--- src/rtl/sevenseg_pkg.sv ---
// Shared constants for the two-digit seven-segment scanner: active-low segment
// patterns, digit-slot state encoding and anode enables.
package sevenseg_pkg;

  localparam logic [6:0] SEG_0     = 7'h40;
  localparam logic [6:0] SEG_1     = 7'h79;
  localparam logic [6:0] SEG_2     = 7'h24;
  localparam logic [6:0] SEG_3     = 7'h30;
  localparam logic [6:0] SEG_4     = 7'h19;
  localparam logic [6:0] SEG_5     = 7'h12;
  localparam logic [6:0] SEG_6     = 7'h02;
  localparam logic [6:0] SEG_7     = 7'h78;
  localparam logic [6:0] SEG_8     = 7'h00;
  localparam logic [6:0] SEG_9     = 7'h10;
  localparam logic [6:0] SEG_DASH  = 7'h3F;
  localparam logic [6:0] SEG_BLANK = 7'h7F;

  typedef enum logic {
    DIG_UNITS = 1'b0,
    DIG_TENS  = 1'b1
  } dig_state_e;

  localparam logic [1:0] AN_OFF   = 2'b11;
  localparam logic [1:0] AN_UNITS = 2'b10;
  localparam logic [1:0] AN_TENS  = 2'b01;

endpackage

--- src/rtl/bcd_to_seg7.sv ---
// Combinational BCD to active-low seven-segment decoder ({g,f,e,d,c,b,a}).
// Non-BCD codes 10..15 show a dash so upstream faults are visible on the display.
module bcd_to_seg7
  import sevenseg_pkg::*;
(
  input  logic [3:0] bcd_i,
  output logic [6:0] seg_o
);

  always_comb begin
    seg_o = SEG_DASH;
    case (bcd_i)
      4'd0: seg_o = SEG_0;
      4'd1: seg_o = SEG_1;
      4'd2: seg_o = SEG_2;
      4'd3: seg_o = SEG_3;
      4'd4: seg_o = SEG_4;
      4'd5: seg_o = SEG_5;
      4'd6: seg_o = SEG_6;
      4'd7: seg_o = SEG_7;
      4'd8: seg_o = SEG_8;
      4'd9: seg_o = SEG_9;
      default: seg_o = SEG_DASH;
    endcase
  end

endmodule

--- src/rtl/bcd_sevenseg_scan.sv ---
// Two-digit multiplexed common-anode display driver; the shown pair only changes
// at frame boundaries. Optional macro LEADING_ZERO_BLANK_EN blanks a zero tens digit.
module bcd_sevenseg_scan
  import sevenseg_pkg::*;
#(
  parameter int CLK_DIV = 100000,
  parameter int CNT_W   = 20
) (
  input  logic       clk,
  input  logic       rst,
  input  logic       load,
  input  logic [3:0] tens_in,
  input  logic [3:0] units_in,
  output logic [6:0] seg,
  output logic [1:0] an,
  output logic       frame_tick
);

  logic [CNT_W-1:0] div_q, div_d;
  logic             tick;
  dig_state_e       state_q, state_d;
  logic [3:0]       shadow_tens_q, shadow_tens_d;
  logic [3:0]       shadow_units_q, shadow_units_d;
  logic [3:0]       disp_tens_q, disp_tens_d;
  logic [3:0]       disp_units_q, disp_units_d;
  logic [6:0]       seg_q, seg_d;
  logic [1:0]       an_q, an_d;
  logic             frame_tick_q, frame_tick_d;
  logic [3:0]       digit_sel;
  logic [6:0]       dec_seg;

  assign tick   = (div_q == CNT_W'(CLK_DIV - 1));
  assign div_d  = tick ? '0 : div_q + CNT_W'(1);

  assign digit_sel = (state_q == DIG_TENS) ? disp_tens_q : disp_units_q;

  bcd_to_seg7 u_dec (
    .bcd_i (digit_sel),
    .seg_o (dec_seg)
  );

  always_comb begin
    state_d        = state_q;
    shadow_tens_d  = shadow_tens_q;
    shadow_units_d = shadow_units_q;
    disp_tens_d    = disp_tens_q;
    disp_units_d   = disp_units_q;
    frame_tick_d   = 1'b0;

    if (load) begin
      shadow_tens_d  = tens_in;
      shadow_units_d = units_in;
    end

    case (state_q)
      DIG_UNITS: if (tick) state_d = DIG_TENS;
      DIG_TENS: begin
        if (tick) begin
          state_d      = DIG_UNITS;
          frame_tick_d = 1'b1;
          // A load on the reload edge bypasses the shadow so it is not lost for a frame.
          disp_tens_d  = load ? tens_in  : shadow_tens_q;
          disp_units_d = load ? units_in : shadow_units_q;
        end
      end
      default: state_d = DIG_UNITS;
    endcase

    an_d  = (state_q == DIG_TENS) ? AN_TENS : AN_UNITS;
    seg_d = dec_seg;
`ifdef LEADING_ZERO_BLANK_EN
    if ((state_q == DIG_TENS) && (disp_tens_q == 4'd0)) seg_d = SEG_BLANK;
`endif
  end

  always_ff @(posedge clk or posedge rst) begin
    if (rst) begin
      div_q          <= '0;
      state_q        <= DIG_UNITS;
      shadow_tens_q  <= 4'd0;
      shadow_units_q <= 4'd0;
      disp_tens_q    <= 4'd0;
      disp_units_q   <= 4'd0;
      seg_q          <= SEG_BLANK;
      an_q           <= AN_OFF;
      frame_tick_q   <= 1'b0;
    end else begin
      div_q          <= div_d;
      state_q        <= state_d;
      shadow_tens_q  <= shadow_tens_d;
      shadow_units_q <= shadow_units_d;
      disp_tens_q    <= disp_tens_d;
      disp_units_q   <= disp_units_d;
      seg_q          <= seg_d;
      an_q           <= an_d;
      frame_tick_q   <= frame_tick_d;
    end
  end

  assign seg        = seg_q;
  assign an         = an_q;
  assign frame_tick = frame_tick_q;

endmodule

--- config.mk ---
export PLATFORM = sky130hd
export DESIGN_NAME = bcd_sevenseg_scan
export DESIGN_NICKNAME = d
export VERILOG_FILES = /design/src/rtl/sevenseg_pkg.sv /design/src/rtl/bcd_to_seg7.sv /design/src/rtl/bcd_sevenseg_scan.sv
export SDC_FILE = /design/constraint.sdc
export NUM_CORES = 1
export LEC_CHECK = 0
export ABC_AREA = 1
export CAP_MARGIN = 15
export CORE_MARGIN = 1
export CORE_UTILIZATION = 25
export CTS_CLUSTER_SIZE = 30
export DETAILED_ROUTE_END_ITERATION = 12
export PLACE_DENSITY = 0.47
export SYNTH_ARGS = -nofsm -noshare
export SYNTH_HDL_FRONTEND = slang
export SYNTH_SLANG_ARGS = --single-unit
export TNS_END_PERCENT = 30
--- constraint.sdc ---
create_clock -name clk -period 2.6 [get_ports clk]
set_input_delay 0.26 -clock clk [delete_from_list [all_inputs] [get_ports clk]]
set_output_delay 0.26 -clock clk [all_outputs]
set_load 0.02 [all_outputs]
# After elaboration in Yosys (flattened, before gate mapping)
# Memory sizes are Yosys's and may differ from the RTL's. A register that Yosys moved wholly into a read port is not among the register bits.
# Index checks and enable logic that the tools add are counted.
# word_totals
ff_bits	40
mem_count	1
latchBits	0
mem_bits_rw	0
elab_cells	22
romBits	112
# mem_list
memory	depth	width	read_ports	rd_clocked_by_memory_dff	wr	line	text
(name not given)	16	7	1	1	0	bcd_to_seg7.sv:12	case (bcd_i)
# classes
n_eq_ne	1
multipliers	0
reduce_logical	1
div_mod_pow	0
order_cmp	0
n_shift	0
mux	9
n_bitwise	1
add_sub_neg	1
# ops
operator	n
adder 20 x 1 -> 20 bit (second input constant)	1
== test 20 x 17 -> 1 bit (second input constant)	1
2-to-1 mux 20 bit	1
2-to-1 mux 4 bit	3
2-to-1 mux 1 bit	3
2-to-1 mux 2 bit	1
case mux 1 bit (2 select lines)	1
AND reduction 2 bit	1
inverter 1 bit	1

# Depth between registers and ports, before layout
# depth
depth_word	3
ltp_mapped	10
ltp_nobuf	9

# Modules after synthesis
# From an unflattened synthesis, not the netlist that was laid out.
# unflattened
hier_cells	257
hier_area_um2	2255.9
# by_module_without_submodules
mod	instances	area_per_inst_um2	cells_per_inst
bcd_sevenseg_scan	1	2068.2	222
bcd_to_seg7	1	187.7	35

# Worst setup path after synthesis
# Ideal clock, no wire load.
# synth_path
kind	reg-to-reg
from	register div_q[0]
to	register disp_tens_q[0]
stages_incl_launch_ff	9
arrival_ps	1708
period_less_slack_ps	1843
slack_ps	757
required_time_ps	2465
setup_time_ps	135
cell_sequence	dfrtp_1 -> ha_1 -> nand2_1 -> nor2_2 -> nand3_2 -> inv_2 -> ha_1 -> clkbuf_1 -> o21ai_0
# synth_between
elab_chain_cells	2
# synth_lines
element	line	text
start: declaration	bcd_sevenseg_scan.sv:19	logic [CNT_W-1:0] div_q, div_d;
start signal: assignment	bcd_sevenseg_scan.sv:88	div_q <= div_d;
== test 20 x 17 -> 1 bit	bcd_sevenseg_scan.sv:32	assign tick = (div_q == CNT_W'(CLK_DIV - 1));
AND reduction 2 bit (no source line)	n/a	
end signal: assignment	bcd_sevenseg_scan.sv:92	disp_tens_q <= disp_tens_d;
end: declaration	bcd_sevenseg_scan.sv:24	logic [3:0] disp_tens_q, disp_tens_d;
# Every way passes these cells.
# A chain may end at the register's enable or synchronous reset.

# Worst setup path in the final report
# layout_path
from	register div_q[0]
to	register disp_units_q[3]
# layout_between
elab_chain_cells	2
# layout_lines
element	line	text
== test 20 x 17 -> 1 bit	bcd_sevenseg_scan.sv:32	
AND reduction 2 bit (no source line)	n/a	
end signal: assignment	bcd_sevenseg_scan.sv:93	disp_units_q <= disp_units_d;
end: declaration	bcd_sevenseg_scan.sv:25	logic [3:0] disp_units_q, disp_units_d;
# Every way passes these cells.

==> flow_summary.toml <==
[synth]
yosysSeqAreaShare_pct = 51.0
synthCells = 267
synth_edf_count = 0
synth_top_family_by_area = "simple AND/OR/NAND/NOR gates"
synth_seq_cells = 47
async_reset_ff_share_pct = 100
syn_area_um2 = 2330
synth-compound-area-share_pct = 5.70
yosys_warnings = 0
muxShareOfSynthArea_pct = 3.87
ys_types = 26
syn_nets = 285
ys.flop_type = "dfrtp_1"
syn_area_per_cell_um2 = 8.72
synth-simple-area-share_pct = 24.9
synth_fa_ha_area_share_pct = 3.76
synth-xor-area-share_pct = 3.76

[job]
cap_viol_max_count = 0

[critical_path]
worst-path-max-fanout = 6
worst_path_max_delay_cell = "dfrtp_1"
cpMostUsedCell = "ha_1"
path_cells = "ha_1, nand2_1, nor2_2, nand3_2, inv_2, ha_1, mux2_2"
rr_startpoint = "div_q[0]$_DFF_PP0_"
critPathLaunchType = "flip-flop"
slowest_delay_ns = 0.42
endpoint_kind = "flip-flop"
cp_data_required_time_ns = 2.79
crit_path_start = "div_q[0]$_DFF_PP0_"
crit_type = "reg -> reg"
critPathArrivalTime_ns = 2.23

[final_layout]
antenna_cells = 0
layout_commonest_cell = "nand2_1"
syn2layout_area_growth_pct = 18.4
final_cells = 402
fin_nets = 311
drive_above_1_share_pct = 17.0
fillers = 952
final_cell_area_um2 = 2760
final_util_pct = 31.2
final_cell_mix = "nand2_1, nor2_1, dfrtp_1"

[floorplanning]
dieArea_um2 = 9700
dieHeight_um = 98.5
core-area_um2 = 8850
dieWidth_um = 98.5
io_pins = 21
fp-row-count = 34
initial_utilization_pct = 26.3

[sta]
fin_worst_skew_ns = 0.0127
maxSlewViolCount = 0
setup_tns_ns = 0
tightest_slew_ns = 0.587
setup_viol = 0
finalHoldViolations = 0
rsz0062_at_grt = "no"
worst_slack_ns = 0.565
timing.final.crit_share_pct = 78.3
period_needed_ns = 2.04
fmax_ghz = 0.491
maxSlewHeadroom_pct = 60.4

[global_routing]
grt_pass1_vias = 1800
gr-total-overflow = 0
grt_antenna_before_repair = 0
grt_pass1_wl_um = 8270
grt_start_max_net_pins = 48
grt_usage_pct = 10.6

[placed_design]
dp_slack_ns = 0.546
place_inst = 394
hpwl_um = 3330
io_buffer_count = 20
dpl_cell_area_um2 = 2660
place_congestion = 0.810

[routing]
vias = 1699
drtAntennaViolNets = 0
drt-initial-drc-count = 90
wl_per_cell_um = 11.4
viasPerCell = 4.23
route.detailed.drc = 0
dr.pass1.iters = 4
drt-total-wl_um = 4590

[clocking]
cts-root-buf = "clkbuf_8"
cts_tree = "done"
post-cts-setup-buffers = 0
cts_sinks = 47
cts.clk_slew.worst_paths_ns = 0.10
cts_buffer_depth = 2
cts-buffers-inserted = 5
htree_levels = 2
worstSkewPairLatency_ns = 0.30
cts-hold-fix-buffers = 0
post_cts_resize_count = 0

[outcome]
outcome = "complete, no violations"

[power]
total_leakage_power_nw = 1.26
ir_worst_vdd_v = 0.000188
pwr_density_cell_nw_per_um2 = 459

[worst_hold_path]
min_path_type = "in -> async"
-- final timing paths --
path                       cells after the start  slack [ns]                          end
max reg2reg                                    7        0.56  disp_units_q[3]$_DFFE_PP0P_
max in group asynchronous                      3        1.76           div_q[7]$_DFF_PP0_
max                                            7        0.56  disp_units_q[3]$_DFFE_PP0P_
min in group clk                               1        0.50   shadow_tens_q[3]$_DFF_PP0_
min                                            3        0.42   shadow_tens_q[3]$_DFF_PP0_
min reg2reg                                    1        0.50   shadow_tens_q[3]$_DFF_PP0_
-- cell type report --
cell class	instances	area, um2	share of cell area [%]
timing repair buffer	22	215	7.80
tap	108	135	4.90
multi-input combinational	178	978	35.5
inverter	39	146	5.31
clock buffer	5	68.8	2.50
clock inverter	3	26.3	0.953
sequential	47	1190	43.1
-- stage by stage --
| step | total power, mW | hold slack, ns |
|---|---|---|
| after floorplan | 0.785 | 0.381 |
| after global placement | 0.810 | 0.481 |
| after detailed placement | 0.811 | 0.489 |
| after CTS | 1.29 | 0.442 |
| after global routing | 1.32 | 0.486 |
| final | 1.27 | 0.424 |
-- layer usage --
layer / track usage, % / part of all wire [%]
met4: 2.76 / 0
met5: 0 / 0
met1: 14.1 / 49
met3: 1.91 / 2.7
met2: 17.7 / 48
-- cells by family (layout without fill, tap and decap cells) --
family	count (synthesis)	in the layout
buffers and inverters	42	69
xor gates and xnor gates	10	10
AOI/OAI and AO/OA	23	23
adders and majority gates	7	7
DFF	47	47
and+or+nand+nor	130	130
muxes	8	8
-- sequential cells by signal, summed over array words and instances (netlist names) --
name            cells
an                  2
disp_tens_q         4
disp_units_q        4
div_q              20
frame_tick          1
seg                 7
shadow_tens_q       4
shadow_units_q      4
state_q             1
-- Yosys cell counts, drive strengths merged, types with 2 or more instances --
cell type  number  area, um2
o21ai          21        116
nand2          57        226
buf             2       12.5
ha              7       87.6
xor2            9       78.8
nor3            3       15.0
dfrtp          38        951
mux2            8       90.1
nand4           3       18.8
dfstp           9        236
nand3          15       85.1
inv            39        146
nor2           51        224
-- report_power, final --
group / internal, mW / leakage [nW] / total [mW] / switching [mW]
Sequential: 0.743 / 0.567 / 0.745 / 0.00256
Combinational: 0.0232 / 0.642 / 0.0489 / 0.0257
Clock: 0.198 / 0.0491 / 0.471 / 0.273
Total: 0.964 / 1.26 / 1.27 / 0.301
-- worst max-delay path: cells and delay by family (launching register included) --
family	cells	cell delay (ns)
adders and majority gates	2	0.58
and+or+nand+nor	3	0.44
DFF	1	0.42
muxes	1	0.35
buffers and inverters	1	0.13
Power figures use the tool's default switching activity.
==> patch 1: new RTL, same settings <==
Set the parameter `CNT_W` to 40 (it was 20).
--- a/src/rtl/bcd_sevenseg_scan.sv
+++ b/src/rtl/bcd_sevenseg_scan.sv
@@ -6,3 +6,3 @@
   parameter int CLK_DIV = 100000,
-  parameter int CNT_W   = 20
+  parameter int CNT_W   = 40
 ) (
Behaviour: no difference found for any inputs over 10 cycles, from zero or initial values and one cycle with rst high; that may be too few to reach the edited logic, so the function may still have changed.
==> patch 1 against the original RTL <==
First-iteration DRC count increased by 47%; clock skew decreased by 0.0051 ns; total power increased by 88%; area after synthesis increased by 57%; core utilization increased by 0.16 points; cell count increased by 65%; wire length increased by 88%; synthesized cell count increased by 68%; setup slack got worse by 0.080 ns; cell area increased by 60%; via count increased by 67%; sequential cell count increased by 20; maximum frequency decreased by 3.8%; highest routed layer is now met4.
==> patch 1: results (changes against the original RTL) <==
crit path DAT: 2.33 ns (+0.10 ns)
vias in the first global route: 2969 (+65%)
first-pass GRT wire length: 14600 um (+76%)
Placed Instances: 648 (+64%)
dominant synthesized flop cell: dfrtp_1
Post-synth top cells: nand2_1 (102), nor2_1 (76), inv_1 (66)
Unique masters post-synth: 28 (+7.7%)
root buffer cell: clkbuf_16
Hold Slack: 0.318 ns (-0.106 ns)
Worst Clk Skew: 0.00755 ns (-0.00510 ns)
HPWL Detailed: 6530 um (+96%)
Reg2Reg Setup Slack: 0.48 ns (-0.08 ns)
Mapped Cells: 449 (+68%)
gpl congestion: 0.858 (+5.9%)
Sw Pwr: 0.538 mW (+79%)
clock latency on the worst-skew pair: 0.34 ns (+0.04 ns)
Leakage: 2.06 nW (+64%)
worst slack at placement: 0.459 ns (-0.0871 ns)
fillcell total: 1506 (+58%)
dominant cells by area after synthesis: dfrtp_1 (40%), nand2_1 (10%), nor2_1 (7.8%)
min Tclk post-route: 2.12 ns (+0.0803 ns)
run status: completed
Largest register FFs: 40 (+100%)
wire per inst: 13.0 um (+14%)
Crit Path Max Fanout: 13 (+7)
Post-DP Area: 4110 um2 (+54%)
initial DRC count: 132 (+47%)
Crit-path slowest cell: ha_1
GRT Resource Usage Total: 12.9% (+2.3 points)
TritonCTS buffer count: 9 (+4)
register area share after synthesis: 46.0% (-5.0 points)
vias per inst: 4.28 (+1.3%)
Multi-input gate area: 1710 um2 (+75%)
fin nets: 497 (+60%)
largest net degree at the start of global routing: 68 (+42%)
Post-CTS Setup Inserts: 0 (unchanged)
Max IR drop VDD: 265 uV (+41%)
final wirelength: 8640 um (+88%)
syn nets: 467 (+64%)
share of cells above drive strength 1: 14.9% (-2.1 points)
relative slew slack: 63.5% (+3.0 points)
H-tree Lvls: 3 (+1)
==> patch 1: cell types whose count changed after synthesis, sizes merged, moves of 2 or more <==
cell / change
a21oi: +3
and2: +2
dfrtp: +20
inv: +28
mux2: +4
nand2: +53
nand3: +8
nand3b: +2
nand4: +9
nor2: +43
nor3: -2
o21ai: -4
xnor2: +5
xor2: +11
==> patch 1: routing by layer <==
layer / global-route usage, % / routed length, um
met4: 5.05 / 214
met2: 21.2 / 3970
met5: 0 / 0
met1: 16.1 / 4120
met3: 3.37 / 334
==> patch 1: final timing paths <==
check	start	to	cells after the start
worst min-delay path	rst	div_q[33]	3
min in group clk	div_q[0]	div_q[0]	1
worst max register to register	div_q[0]	disp_units_q[2]	7
max in group asynchronous	rst	an[0]	3
worst max-delay path	div_q[0]	disp_units_q[2]	7
worst min register to register	div_q[0]	div_q[0]	1
==> patch 1: logic make-up after synthesis <==
| kind of cell | after synthesis | synth area share (%) |
|---|---|---|
| buffers and inverters | 70 | 7.23 |
| flip-flops | 67 | 46.0 |
| XOR/XNOR | 26 | 6.21 |
| multiplexers | 12 | 3.68 |
| AO/OA/AOI/OAI | 22 | 3.28 |
| adder cells (fa/ha/maj) | 7 | 2.39 |
| AND/OR/NAND/NOR | 245 | 31.2 |
==> patch 1: power by group through the flow <==
stage	logic, mW	clock network [mW]	registers [mW]
floorplan	0.0326	0	1.08
global placement	0.0619	0	1.08
detailed placement	0.0617	0	1.08
CTS	0.0625	1.30	1.06
global route	0.0672	1.34	1.06
finish	0.0592	1.26	1.06
==> patch 1: cell type report <==
class                   instances  area share [%]
multi-input cells             312            38.8
flip-flops and latches         67            38.2
inverters                      67            5.70
repair buffers                 22            5.16
clock buffers                   9            5.10
well taps                     180            5.10
clock inverters                 7            1.90
==> patch 2: new RTL, same settings <==
Without the edit above. Register the inputs `load`, `tens_in` and `units_in` before use. The logic sees them one clock later.
--- a/src/rtl/bcd_sevenseg_scan.sv
+++ b/src/rtl/bcd_sevenseg_scan.sv
@@ -17,2 +17,12 @@
 );
+
+  logic load_q;
+  logic [3:0] tens_q;
+  logic [3:0] units_q;
+
+  always_ff @(posedge clk) begin
+    load_q  <= load;
+    tens_q  <= tens_in;
+    units_q <= units_in;
+  end
 
@@ -49,5 +59,5 @@
 
-    if (load) begin
-      shadow_tens_d  = tens_in;
-      shadow_units_d = units_in;
+    if (load_q) begin
+      shadow_tens_d  = tens_q;
+      shadow_units_d = units_q;
     end
@@ -61,4 +71,4 @@
           // A load on the reload edge bypasses the shadow so it is not lost for a frame.
-          disp_tens_d  = load ? tens_in  : shadow_tens_q;
-          disp_units_d = load ? units_in : shadow_units_q;
+          disp_tens_d  = load_q ? tens_q   : shadow_tens_q;
+          disp_units_d = load_q ? units_q : shadow_units_q;
         end
Function: no difference found for any inputs over 10 cycles, from zero or initial values and one cycle with rst high; that may be too few to reach the edited logic, so the function may still have changed.
==> patch 2 against the original RTL <==
Cell area is 8.5% higher; global-route usage decreased by 0.57 points; setup slack lost 0.041 ns; combinational power shrank 3%; total power is 19% higher; area after synthesis is 7.7% higher; wire length increased by 0.81%; sequential cell count up 9; worst hold slack worse by 0.14 ns.
==> patch 2: results (changes against the original RTL) <==
Post-synth top cells: nand2_1 (52), nor2_1 (44), dfrtp_1 (38)
Worst Clk Skew: 0.0126 ns (-0.0000641 ns)
HPWL Detailed: 3570 um (+7.5%)
CTS Buffer Depth: 2 (unchanged)
PortBufs: 20 (unchanged)
Int Pwr: 1.20 mW (+24%)
dominant cells by area after synthesis: dfrtp_1 (38%), dfstp_2 (9.4%), nand2_1 (7.8%)
Post-DP Area: 2880 um2 (+8.2%)
fin nets: 321 (+3.2%)
initial DRC count: 69 (-23%)
crit path DAT: 2.27 ns (+0.04 ns)
pwr dens: 502 nW/um2 (+9.4%)
syn nets: 294 (+3.2%)
cts repair resizes: 0 (unchanged)
clock latency on the worst-skew pair: 0.30 ns (about the same)
Worst-path clk slew: 0.10 ns (about the same)
run status: completed
first-pass GRT wire length: 8150 um (-1.4%)
largest net degree at the start of global routing: 23 (-52%)
async set-reset flop share out of synthesis: 83.9% (-16 points)
Slew @ Worst Pin: 0.538 ns (-0.0489 ns)
fillcell total: 1046 (+9.9%)
Leakage: 1.31 nW (+4.5%)
share of cells above drive strength 1: 16.8% (-0.23 points)
final wirelength: 4630 um (+0.81%)
gpl congestion: 0.901 (+11%)
Antenna Cells: 0 (unchanged)
Max IR drop VDD: 348 uV (+86%)
Largest register FFs: 20 (unchanged)
H-tree Lvls: 2 (unchanged)
Synth Warn #: 0 (unchanged)
GRT Resource Usage Total: 10.0% (-0.57 points)
worst slack at placement: 0.531 ns (-0.0152 ns)
Unique masters post-synth: 27 (+3.8%)
root buffer cell: clkbuf_8
Hold WC Path Type: primary input to async pin
Reg with most FFs: div_q
TritonCTS buffer count: 5 (unchanged)
vias in the first global route: 1763 (-2.1%)
register area share after synthesis: 54.5% (+3.5 points)
vias per inst: 4.04 (-4.4%)
-- patch 2: changes by cell type after synthesis, sizes merged --
cell   before  now
dfxtp       0    9
-- patch 2: cells by family (layout without fill, tap and decap cells) --
group	Yosys count	in the layout	synth area share, %
mux	8	8	3.59
xor+xnor	10	10	3.49
compound gates	23	23	5.29
simple gates	130	130	23.1
fa+ha+maj	7	7	3.49
flops	56	56	54.5
buf+inv	42	70	6.48
-- patch 2: per-stage QoR --
stage | cells | power (mW)
floorplan | 276 | 0.935
global placement | 429 | 0.961
detailed placement | 429 | 0.961
CTS | 437 | 1.53
global route | 437 | 1.57
finish | 437 | 1.50
-- patch 2: worst paths after layout --
kind                            startpoint                to  slack, ns  cells past startpoint
worst max-delay path              div_q[0]   disp_units_q[3]       0.52                      7
worst min-delay path                   rst          div_q[0]       0.29                      2
worst max register to register    div_q[0]   disp_units_q[3]       0.52                      7
worst min register to register   tens_q[1]  shadow_tens_q[1]       0.49                      1
max in group asynchronous              rst            seg[0]       1.64                      3
min in group clk                tens_in[0]         tens_q[0]       0.39                      1
-- patch 2: routing by layer --
metal	track usage [%]	share of wire (%)	vias to the layer above	wire, um
li1	-	-	905	-
met5	0	0	-	0
met3	2.19	3.0	2	141
met2	17.7	51	23	2360
met1	12.5	45	835	2110
met4	2.20	0.39	0	18
-- patch 2: final cells by class --
class	instances	share of cell area (%)
Clock buffer	5	2.30
Clock inverter	3	1.42
Inverter	39	4.89
Tap cell	133	5.56
Multi-Input combinational cell	178	32.7
Timing Repair Buffer	23	7.44
Sequential cell	56	45.7
-- patch 2: power by group through the flow --
stage	Sequential (mW)	Clock (mW)	Combinational (mW)
2_1_floorplan	0.908	0	0.0266
3_3_place_gp	0.912	0	0.0497
3_5_place_dp	0.913	0	0.0489
4_1_cts	0.895	0.589	0.0493
5_1_grt	0.898	0.615	0.0544
6_report	0.895	0.560	0.0472
-- patch 2: worst register-to-register path, cell delays in order, from the launching register on --
cell	delay (ns)
dfrtp_1	0.43
ha_1	0.31
nand2_1	0.10
nor2_2	0.21
nand3_2	0.14
inv_2	0.13
ha_1	0.29
mux2_2	0.36
